`src/rtl/seq_shift_add_mult.sv`:
```
// rtl/seq_shift_add_mult.sv - sequential shift-add multiplier, WIDTH cycles per product, valid/ready on both sides
// Optional two's complement operand mode is compiled in with MULT_SIGNED_EN.
module seq_shift_add_mult #(
    parameter int WIDTH = 8
) (
    input  logic                 clk,
    input  logic                 rst,
    input  logic                 in_valid,
    output logic                 in_ready,
    input  logic [WIDTH-1:0]     m,
    input  logic [WIDTH-1:0]     q,
    input  logic                 sgn,
    output logic                 out_valid,
    input  logic                 out_ready,
    output logic [2*WIDTH-1:0]   p,
    output logic                 busy
);

    localparam int CW = $clog2(WIDTH);

    typedef enum logic [1:0] {
        S_IDLE = 2'd0,
        S_CALC = 2'd1,
        S_DONE = 2'd2
    } state_t;

    state_t             r_state;
    logic [WIDTH-1:0]   r_m;
    logic [WIDTH-1:0]   r_q;
    logic [WIDTH-1:0]   r_a;
    logic [CW-1:0]      r_cnt;

    logic [WIDTH:0]     w_sum;
    logic [WIDTH-1:0]   w_a_next;
    logic [WIDTH-1:0]   w_q_next;
    logic [2*WIDTH-1:0] w_prod;
    logic               w_last;
    logic [WIDTH-1:0]   w_m_load;
    logic [WIDTH-1:0]   w_q_load;
    logic [2*WIDTH-1:0] w_p_load;

    // The carry is folded into the sum: after the shift it is always zero again.
    assign w_sum    = r_q[0] ? ({1'b0, r_a} + {1'b0, r_m}) : {1'b0, r_a};
    assign w_a_next = w_sum[WIDTH:1];
    assign w_q_next = {w_sum[0], r_q[WIDTH-1:1]};
    assign w_prod   = {w_a_next, w_q_next};
    assign w_last   = (r_cnt == CW'(WIDTH - 1));

`ifdef MULT_SIGNED_EN
    logic r_neg;
    logic w_neg_load;

    // Magnitudes are unsigned WIDTH bits, so the most-negative operand becomes 2^(WIDTH-1).
    assign w_m_load   = (sgn && m[WIDTH-1]) ? -m : m;
    assign w_q_load   = (sgn && q[WIDTH-1]) ? -q : q;
    assign w_neg_load = sgn & (m[WIDTH-1] ^ q[WIDTH-1]);
    assign w_p_load   = r_neg ? -w_prod : w_prod;

    always_ff @(posedge clk or posedge rst) begin
        if (rst) begin
            r_neg <= 1'b0;
        end else if (r_state == S_IDLE && in_valid) begin
            r_neg <= w_neg_load;
        end
    end
`else
    logic w_unused_sgn;

    assign w_unused_sgn = sgn;
    assign w_m_load     = m;
    assign w_q_load     = q;
    assign w_p_load     = w_prod;
`endif

    always_ff @(posedge clk or posedge rst) begin
        if (rst) begin
            r_state   <= S_IDLE;
            r_m       <= '0;
            r_q       <= '0;
            r_a       <= '0;
            r_cnt     <= '0;
            p         <= '0;
            in_ready  <= 1'b1;
            out_valid <= 1'b0;
            busy      <= 1'b0;
        end else begin
            case (r_state)
                S_IDLE: begin
                    if (in_valid) begin
                        r_m      <= w_m_load;
                        r_q      <= w_q_load;
                        r_a      <= '0;
                        r_cnt    <= '0;
                        in_ready <= 1'b0;
                        busy     <= 1'b1;
                        r_state  <= S_CALC;
                    end
                end
                S_CALC: begin
                    r_a <= w_a_next;
                    r_q <= w_q_next;
                    if (w_last) begin
                        p         <= w_p_load;
                        out_valid <= 1'b1;
                        r_state   <= S_DONE;
                    end else begin
                        r_cnt <= r_cnt + CW'(1);
                    end
                end
                S_DONE: begin
                    if (out_ready) begin
                        out_valid <= 1'b0;
                        in_ready  <= 1'b1;
                        busy      <= 1'b0;
                        r_state   <= S_IDLE;
                    end
                end
                default: begin
                    out_valid <= 1'b0;
                    in_ready  <= 1'b1;
                    busy      <= 1'b0;
                    r_state   <= S_IDLE;
                end
            endcase
        end
    end

endmodule

```
`config.mk`:
```
export PLATFORM = sky130hd
export DESIGN_NAME = seq_shift_add_mult
export DESIGN_NICKNAME = d
export VERILOG_FILES = /design/src/rtl/seq_shift_add_mult.sv
export SDC_FILE = /design/constraint.sdc
export NUM_CORES = 1
export LEC_CHECK = 0
export ABC_AREA = 1
export BUFFER_PORTS_ARGS = -buffer_cell sky130_fd_sc_hd__buf_2
export CAP_MARGIN = 20
export CELL_PAD_IN_SITES_DETAIL_PLACEMENT = 1
export CELL_PAD_IN_SITES_GLOBAL_PLACEMENT = 1
export CORE_AREA = 2 2 78 80
export CTS_BUF_LIST = sky130_fd_sc_hd__clkbuf_8
export DETAILED_ROUTE_END_ITERATION = 12
export DIE_AREA = 0 0 80 82
export PLACE_DENSITY = 0.9
export SYNTH_ARGS = -nofsm -noshare
export SYNTH_HDL_FRONTEND = slang
export SYNTH_SLANG_ARGS = --single-unit
```
`constraint.sdc`:
```
create_clock -name clk -period 2.3 [get_ports clk]
set_clock_uncertainty 0.15 [all_clocks]
set_input_delay 0.69 -clock clk [delete_from_list [all_inputs] [get_ports clk]]
set_output_delay 0.69 -clock clk [all_outputs]
set_load 0.01 [all_outputs]
```
# Yosys cells after proc, flatten, opt, wreduce, memory -nomap -nowiden
# Cells that the tools add are included.
# op_classes
n_eq_ne,7
n_addsub,2
mux,20
bitwise,2
n_reduce_logical,9
# op_table
cell,count
$pmux 8 s2,2
$mux 8,2
$reduce_and 3->1,4
$add 8x8->9,1
$mux 9,1
$pmux 1 s3,3
$ne 2x2->1 const B,4
$mux 2,3
$mux 3,2
$pmux 2 s3,1
$pmux 3 s2,1
$reduce_and 2->1,3
$mux 1,5
$add 3x1->3 const B,1
$eq 3x3->1 const B,1
$eq 2x1->1 const B,1
$eq 2x2->1 const B,1
$logic_not 2->1,1
$not 1->1,2
$reduce_bool 2->1,1
# totals
regBits,48
word_cells,49
output_inout_bits,19

# Depth between registers and ports, before layout
# Gate-level depths: netlist (run 1).
# depth
ltp_word,3
depth_mapped,10
depth_no_buf,10

# Least setup slack after synthesis (run 1)
# OpenSTA, ideal clock, no wires.
# synth_path
path_type,flip-flop to flip-flop
start,register r_m[0]
end,register p[13]
required_time_ps,2033
path_stages_with_launch,11
t_arrival_ps,1489
synth_period_minus_slack_ps,1757
slack_ps,543
path_cell_list,dfrtp_1 -> ha_1 -> fa_1 -> nand2_1 -> nand2_1 -> nand3b_1 -> nand2_1 -> nand2_1 -> nand3_1 -> nand3_1 -> nand2_1
# synth_via
elab_chain_cells,2
# synth_rtl
item,line_no,text
"start, declared",28,logic [WIDTH-1:0] r_m;
"start signal, assigned",90,r_m <= w_m_load;
$add 8x8->9,43,"assign w_sum = r_q[0] ? ({1'b0, r_a} + {1'b0, r_m}) : {1'b0, r_a};"
$mux 9,43,
"end signal, assigned",103,p <= w_p_load;
"end, declared",15,"output logic [2*WIDTH-1:0] p,"
# No other way between the ends.
# A chain may end at the register's enable or synchronous reset.

# Final worst setup path (run 1)
# Ends and elaborated chain as after synthesis.

==> results.cfg, run 1 <==
[status]
status = complete, no violations

[sta]
fin_tns_setup_ns = 0
setup_viol = 0
holdWs_ns = 0.255
worst_pin_slew_ns = 0.559
post-route-period-util = 0.874
finalHoldViolations = 0
slew-limit-headroom = 0.627
layout_min_cycle_time_ns = 2.01
fmax_mhz = 497
rsz0062_at_grt = false
setup_ws_ns = 0.289
final_max_slew_viol_count = 0

[finish]
final_common_cell = nand2_1
fillers = 738
area_growth_pct = 17.3
multi_input_area_sq_mm = 0.00103
post-route-cell-area_sq_mm = 0.00282
n_antenna_cell = 0
most-common-layout-cells = 98 x nand2_1, 47 x dfrtp_1, 38 x buf_2, 25 x inv_1, 19 x nand3_1
drive_gt1_frac = 0.242
seqCellArea_sq_mm = 0.00120
final_nets = 358
instances_no_fill = 402

[grt]
antenna_found_initial = 0
grt_use_total = 0.199
grt_overflow = 0
grt_pass1_vias = 2205
grt_pass1_wl_mm = 9.98
grt_max_degree = 23

[clocking]
cts_hold_buf = 0
cts_buffers = 5
postCtsSetupRepairBufs = 0
clk_pin_slew_ns = 0.09
cts.path.max_buffers = 2
cts_root_buf = clkbuf_8
cts_tree = built
cts_resized = 0
htree_levels = 2
clock_latency_ns = 0.31
clkSinkCount = 48

[power_and_ir_drop]
pwr-share-comb = 0.500
p_clk_frac = 0.152
powerDensity_mw_per_mm2 = 1530
ir_worst_vdd_v = 0.000480
leakage_nw = 1.52
p_sw_frac = 0.437
p_sw_mw = 1.89
power_frac_seq = 0.349
p_int_mw = 2.43

[yosys]
yosysTopAreaCell = dfrtp_1
synth_warnings = 0
seq_area_frac_synth = 0.500
syn-num-nets = 315
synth_edf_count = 0
synthTopCellsByArea = dfrtp_1 49%, nand2_1 15%, ha_1 5.2%, inv_1 4.1%, nand3_1 4.0%
syn_avg_cell_area_sq_um = 8.50
netlist_area_sq_mm = 0.00241
netlist_instances = 283
synth.distinct_cells = 28
ys_ff_latch = 48
ys.flop_type = dfrtp_1
netlist.area_leader.share = 0.489
async_flop_share = 1.00

[placed_design]
io_buffers = 38
placed_area_sq_mm = 0.00270
post-place-ws_ns = 0.296
place_congestion = 0.808
dp.cells = 394
dpl.hpwl_mm = 4.32

[worst_setup_path]
startpoint_type = register
reg2reg_depth = 10
startpoint = r_m[0]
critPathRequiredTime_ns = 2.35
worstSetupEndpointType = register
reg2reg_slack_ns = 0.29
timing.rr.end = p[13]
crit_arrival_ns = 2.06
r2r-start = r_m[0]
critPathKind = register to register
worstPathMaxFanout = 3

[floorplan]
pin_count = 40
die_area_sq_mm = 0.00656
coreArea_sq_mm = 0.00575
die_h_microns = 82
initial_core_util = 0.419
rows = 28
dieWidth_microns = 80

[detailed_routing]
ant_nets = 0
routedWlPerCell_microns = 14.4
wl_mm = 5.78
firstDrtPassIters = 4
vias_per_cell = 5.02
vias = 2017
drc_errors = 0
drt_iter0_drc = 92

[flow_run]
drv_cap = 0

[min_path]
min_path_type = input pin to asynchronous set/reset pin
per-stage QoR:
step / power, mW / utilization
CTS: 4.37 / 0.491
global route: 4.74 / 0.491
global placement: 3.50 / 0.470
floorplan: 3.06 / -
finish: 4.32 / 0.491
detailed placement: 3.68 / 0.470
registers in the layout (all words and copies together) (netlist names):
name,count
busy,1
r_q,8
p,16
r_a,8
out_valid,1
in_ready,1
r_m,8
r_cnt,3
r_state,2
cells by family after synthesis:
| group | synth area share |
|---|---|
| and+or+nand+nor | 0.244 |
| DFF | 0.500 |
| AOI/OAI and AO/OA | 0.125 |
| buffers and inverters | 0.0707 |
| adders and majority gates | 0.0603 |
cells in the mapped netlist (3+ instances only):
| master | n |
|---|---|
| a21oi_1 | 6 |
| or2_2 | 4 |
| o22ai_2 | 3 |
| ha_1 | 10 |
| dfrtp_1 | 47 |
| o21ai_2 | 7 |
| buf_2 | 5 |
| nand3b_1 | 3 |
| inv_1 | 26 |
| nor2_1 | 8 |
| inv_2 | 5 |
| nand3_1 | 19 |
| o211ai_1 | 7 |
| nand2_1 | 98 |
| o21ai_0 | 15 |
| o21ai_1 | 6 |
power groups by stage:
stage | Combinational (mW) | Sequential, mW | Clock (mW)
2_1_floorplan | 1.55 | 1.51 | 0
3_3_place_gp | 2.00 | 1.50 | 0
3_5_place_dp | 2.16 | 1.52 | 0
4_1_cts | 2.20 | 1.51 | 0.669
5_1_grt | 2.48 | 1.56 | 0.705
6_report | 2.16 | 1.51 | 0.655
area by class of cell:
class | instances | share of cell area
clock buffer | 6 | 0.0293
clock inverter | 2 | 0.0137
inverter | 32 | 0.0435
multi-input combinational | 195 | 0.366
sequential | 48 | 0.426
tap | 75 | 0.0333
timing repair buffer | 44 | 0.0878
worst max-delay path: stages (launching register included):
cell and delay, ns:
dfrtp_1 0.40, ha_1 0.24, fa_1 0.40, nand2_1 0.10, nand2_1 0.09, nand3b_1 0.12
nand2_1 0.08, nand2_1 0.06, nand3_1 0.10, nand3_1 0.12, nand2_1 0.05
how the worst max path moves through the flow:
| stage | slack [ns] | cells after the start | to |
|---|---|---|---|
| final | 0.29 | 10 | p[13] |
| after detailed placement | 0.30 | 10 | p[13] |
| after global routing | 0.12 | 10 | r_a[5] |
| after CTS | 0.28 | 10 | p[13] |
| after global placement | 0.40 | 10 | p[13] |
| after floorplan | 0.32 | 1 | busy |
per-layer routing:
layer	wire [microns]	up-vias	GRT usage
li1	-	995	-
met5	0	-	0
met1	2540	988	0.232
met4	112	0	0.0780
met3	109	7	0.0341
met2	3020	27	0.365
Power figures use the tool's default switching activity.
==> run 2: changes to the inputs <==
- ABC_AREA: 1 -> default
- CORE_AREA: 2 2 78 80 -> 2 2 75 77
- DIE_AREA: 0 0 80 82 -> 0 0 77 79
- PLACE_DENSITY: 0.9 -> 0.89
==> results.cfg, run 2 <==
[sta]
finalHoldViolations = 0
post-route-period-util = 0.932
setup_viol = 0
slew-limit-headroom = 0.640
fmax_mhz = 466
layout_min_cycle_time_ns = 2.14
final_max_slew_viol_count = 0
worst_pin_slew_ns = 0.540
fin_tns_setup_ns = 0
rsz0062_at_grt = false

[finish]
largest_reg_flops = 16
area_growth_pct = 16.5
final_common_cell = dfrtp_1
largest-register = p
most-common-layout-cells = 47 x dfrtp_1, 38 x buf_2, 31 x nand2_1, 18 x o21ai_1
final_nets = 279
n_antenna_cell = 0
drive_gt1_frac = 0.242
post-route-cell-area_sq_mm = 0.00267

[worst_setup_path]
worstPathMaxFanout = 3
reg2reg_slack_ns = 0.16
startpoint_type = register
critPathKind = register to register
worstSetupEndpointType = register
critPathRequiredTime_ns = 2.38
reg2reg_depth = 7
crit_arrival_ns = 2.22

[grt]
grt_max_degree = 30
antenna_found_initial = 0
grt_use_total = 0.182
grt_overflow = 0
grt_pass1_wl_mm = 8.54
grt_pass1_vias = 1851

[yosys]
synthTopCellsByArea = dfrtp_1 51%, mux2_1 7.4%, mux2i_1 5.7%, ha_1 5.5%, nand2_1 5.1%
synth_most_common_cell = dfrtp_1
synth_common_cells = 47 x dfrtp_1, 31 x nand2_1, 17 x o21ai_1, 16 x o21ai_0, 15 x mux2_1
syn_avg_cell_area_sq_um = 11.1
yosysTopAreaCell = dfrtp_1
async_flop_share = 1.00
syn-num-nets = 238
netlist_instances = 206
synth.distinct_cells = 40
seq_area_frac_synth = 0.525
synth_edf_count = 0
netlist_area_sq_mm = 0.00229
synth_warnings = 0
ys.flop_type = dfrtp_1
netlist.area_leader.share = 0.513
ys_ff_latch = 48

[clocking]
clk_pin_slew_ns = 0.09
cts.path.max_buffers = 2
clkSinkCount = 48
clock_latency_ns = 0.30
cts_root_buf = clkbuf_8
htree_levels = 2
cts_buffers = 5
cts_tree = built

[detailed_routing]
ant_nets = 0
drt_iter0_drc = 38
routedWlPerCell_microns = 15.6
vias_per_cell = 5.26
vias = 1682
firstDrtPassIters = 4
drc_errors = 0
wl_mm = 4.99

[flow_run]
drv_cap = 0

[min_path]
min_path_type = input pin to asynchronous set/reset pin

[power_and_ir_drop]
leakage_nw = 1.28
powerDensity_mw_per_mm2 = 1450
ir_worst_vdd_v = 0.000546

[floorplan]
die_area_sq_mm = 0.00608
coreArea_sq_mm = 0.00534
die_h_microns = 79
initial_core_util = 0.429
rows = 27
pin_count = 40
dieWidth_microns = 77

[placed_design]
place_congestion = 0.773
placed_area_sq_mm = 0.00257
dpl.hpwl_mm = 3.72
io_buffers = 38

[status]
status = complete, no violations
run 2: changes by cell type in the layout (fill, tap and decap cells not counted), sizes merged, moves of 6 or more:
cell,before,now
nand2,99,32
inv,32,5
nand3,19,2
mux2,0,16
mux2i,0,13
o211ai,7,1
run 2: worst max-delay path: stages, from the launching register on:
cell and delay, ns:
dfrtp_1 0.39, ha_1 0.25, fa_2 0.37, a21o_1 0.22, a221oi_2 0.28, xnor2_1 0.15
mux2i_1 0.11, o21ai_1 0.16
run 2: through the flow:
step                      total power [mW]  hold slack (ns)  cells  worst slack [ns]   util
after global routing                  4.22            0.243    320            0.0259  0.500
after floorplan                       2.81            0.293    206             0.300      -
after CTS                             3.90            0.231    320            0.0688  0.499
after detailed placement              3.35            0.327    312             0.106  0.481
final                                 3.86            0.225    320             0.155  0.500
after global placement                3.22            0.308    312             0.127  0.481
run 2: repair_timing:
item,4_1_cts,5_1_grt
gates resized for setup,0,3
hold buffers,0,0
setup buffers,0,0
endpoints found under the setup margin,0,5
run 2: logic make-up (layout without fill, tap and decap cells):
logic type | after synthesis | in the layout | share of synthesized area
compound gates | 51 | 51 | 0.128
simple gates | 51 | 51 | 0.105
flops | 48 | 48 | 0.525
mux | 29 | 29 | 0.135
fa+ha+maj | 11 | 11 | 0.0634
buf+inv | 11 | 53 | 0.0235
xor+xnor | 5 | 5 | 0.0191
run 2: worst paths after layout:
check                       start       end
max in group asynchronous     rst  in_ready
hold / removal                rst      p[8]
setup reg to reg           r_m[0]    r_a[5]
setup / recovery           r_m[0]    r_a[5]
min in group clk            p[12]     p[12]
hold reg to reg             p[12]     p[12]
run 2: area by class of cell:
type	instances	area [sq um]
clock buffer	6	82.6
clock inverter	2	11.3
fill	631	2670
inverter	4	15.0
multi-input combinational	147	1040
sequential	48	1200
tap	72	90.1
timing repair buffer	41	225
run 2: per-layer routing:
metal | vias up | part of all wire | GRT usage
li1 | 803 | - | -
met1 | 839 | 0.43 | 0.206
met2 | 30 | 0.51 | 0.334
met3 | 10 | 0.039 | 0.0420
met4 | 0 | 0.018 | 0.0696
met5 | - | 0 | 0
run 2: report_power, final:
part	leakage, nW	total [mW]	internal [mW]	switching [mW]
Sequential	0.591	1.53	1.22	0.303
Combinational	0.640	1.81	0.829	0.984
Clock	0.0486	0.519	0.240	0.279
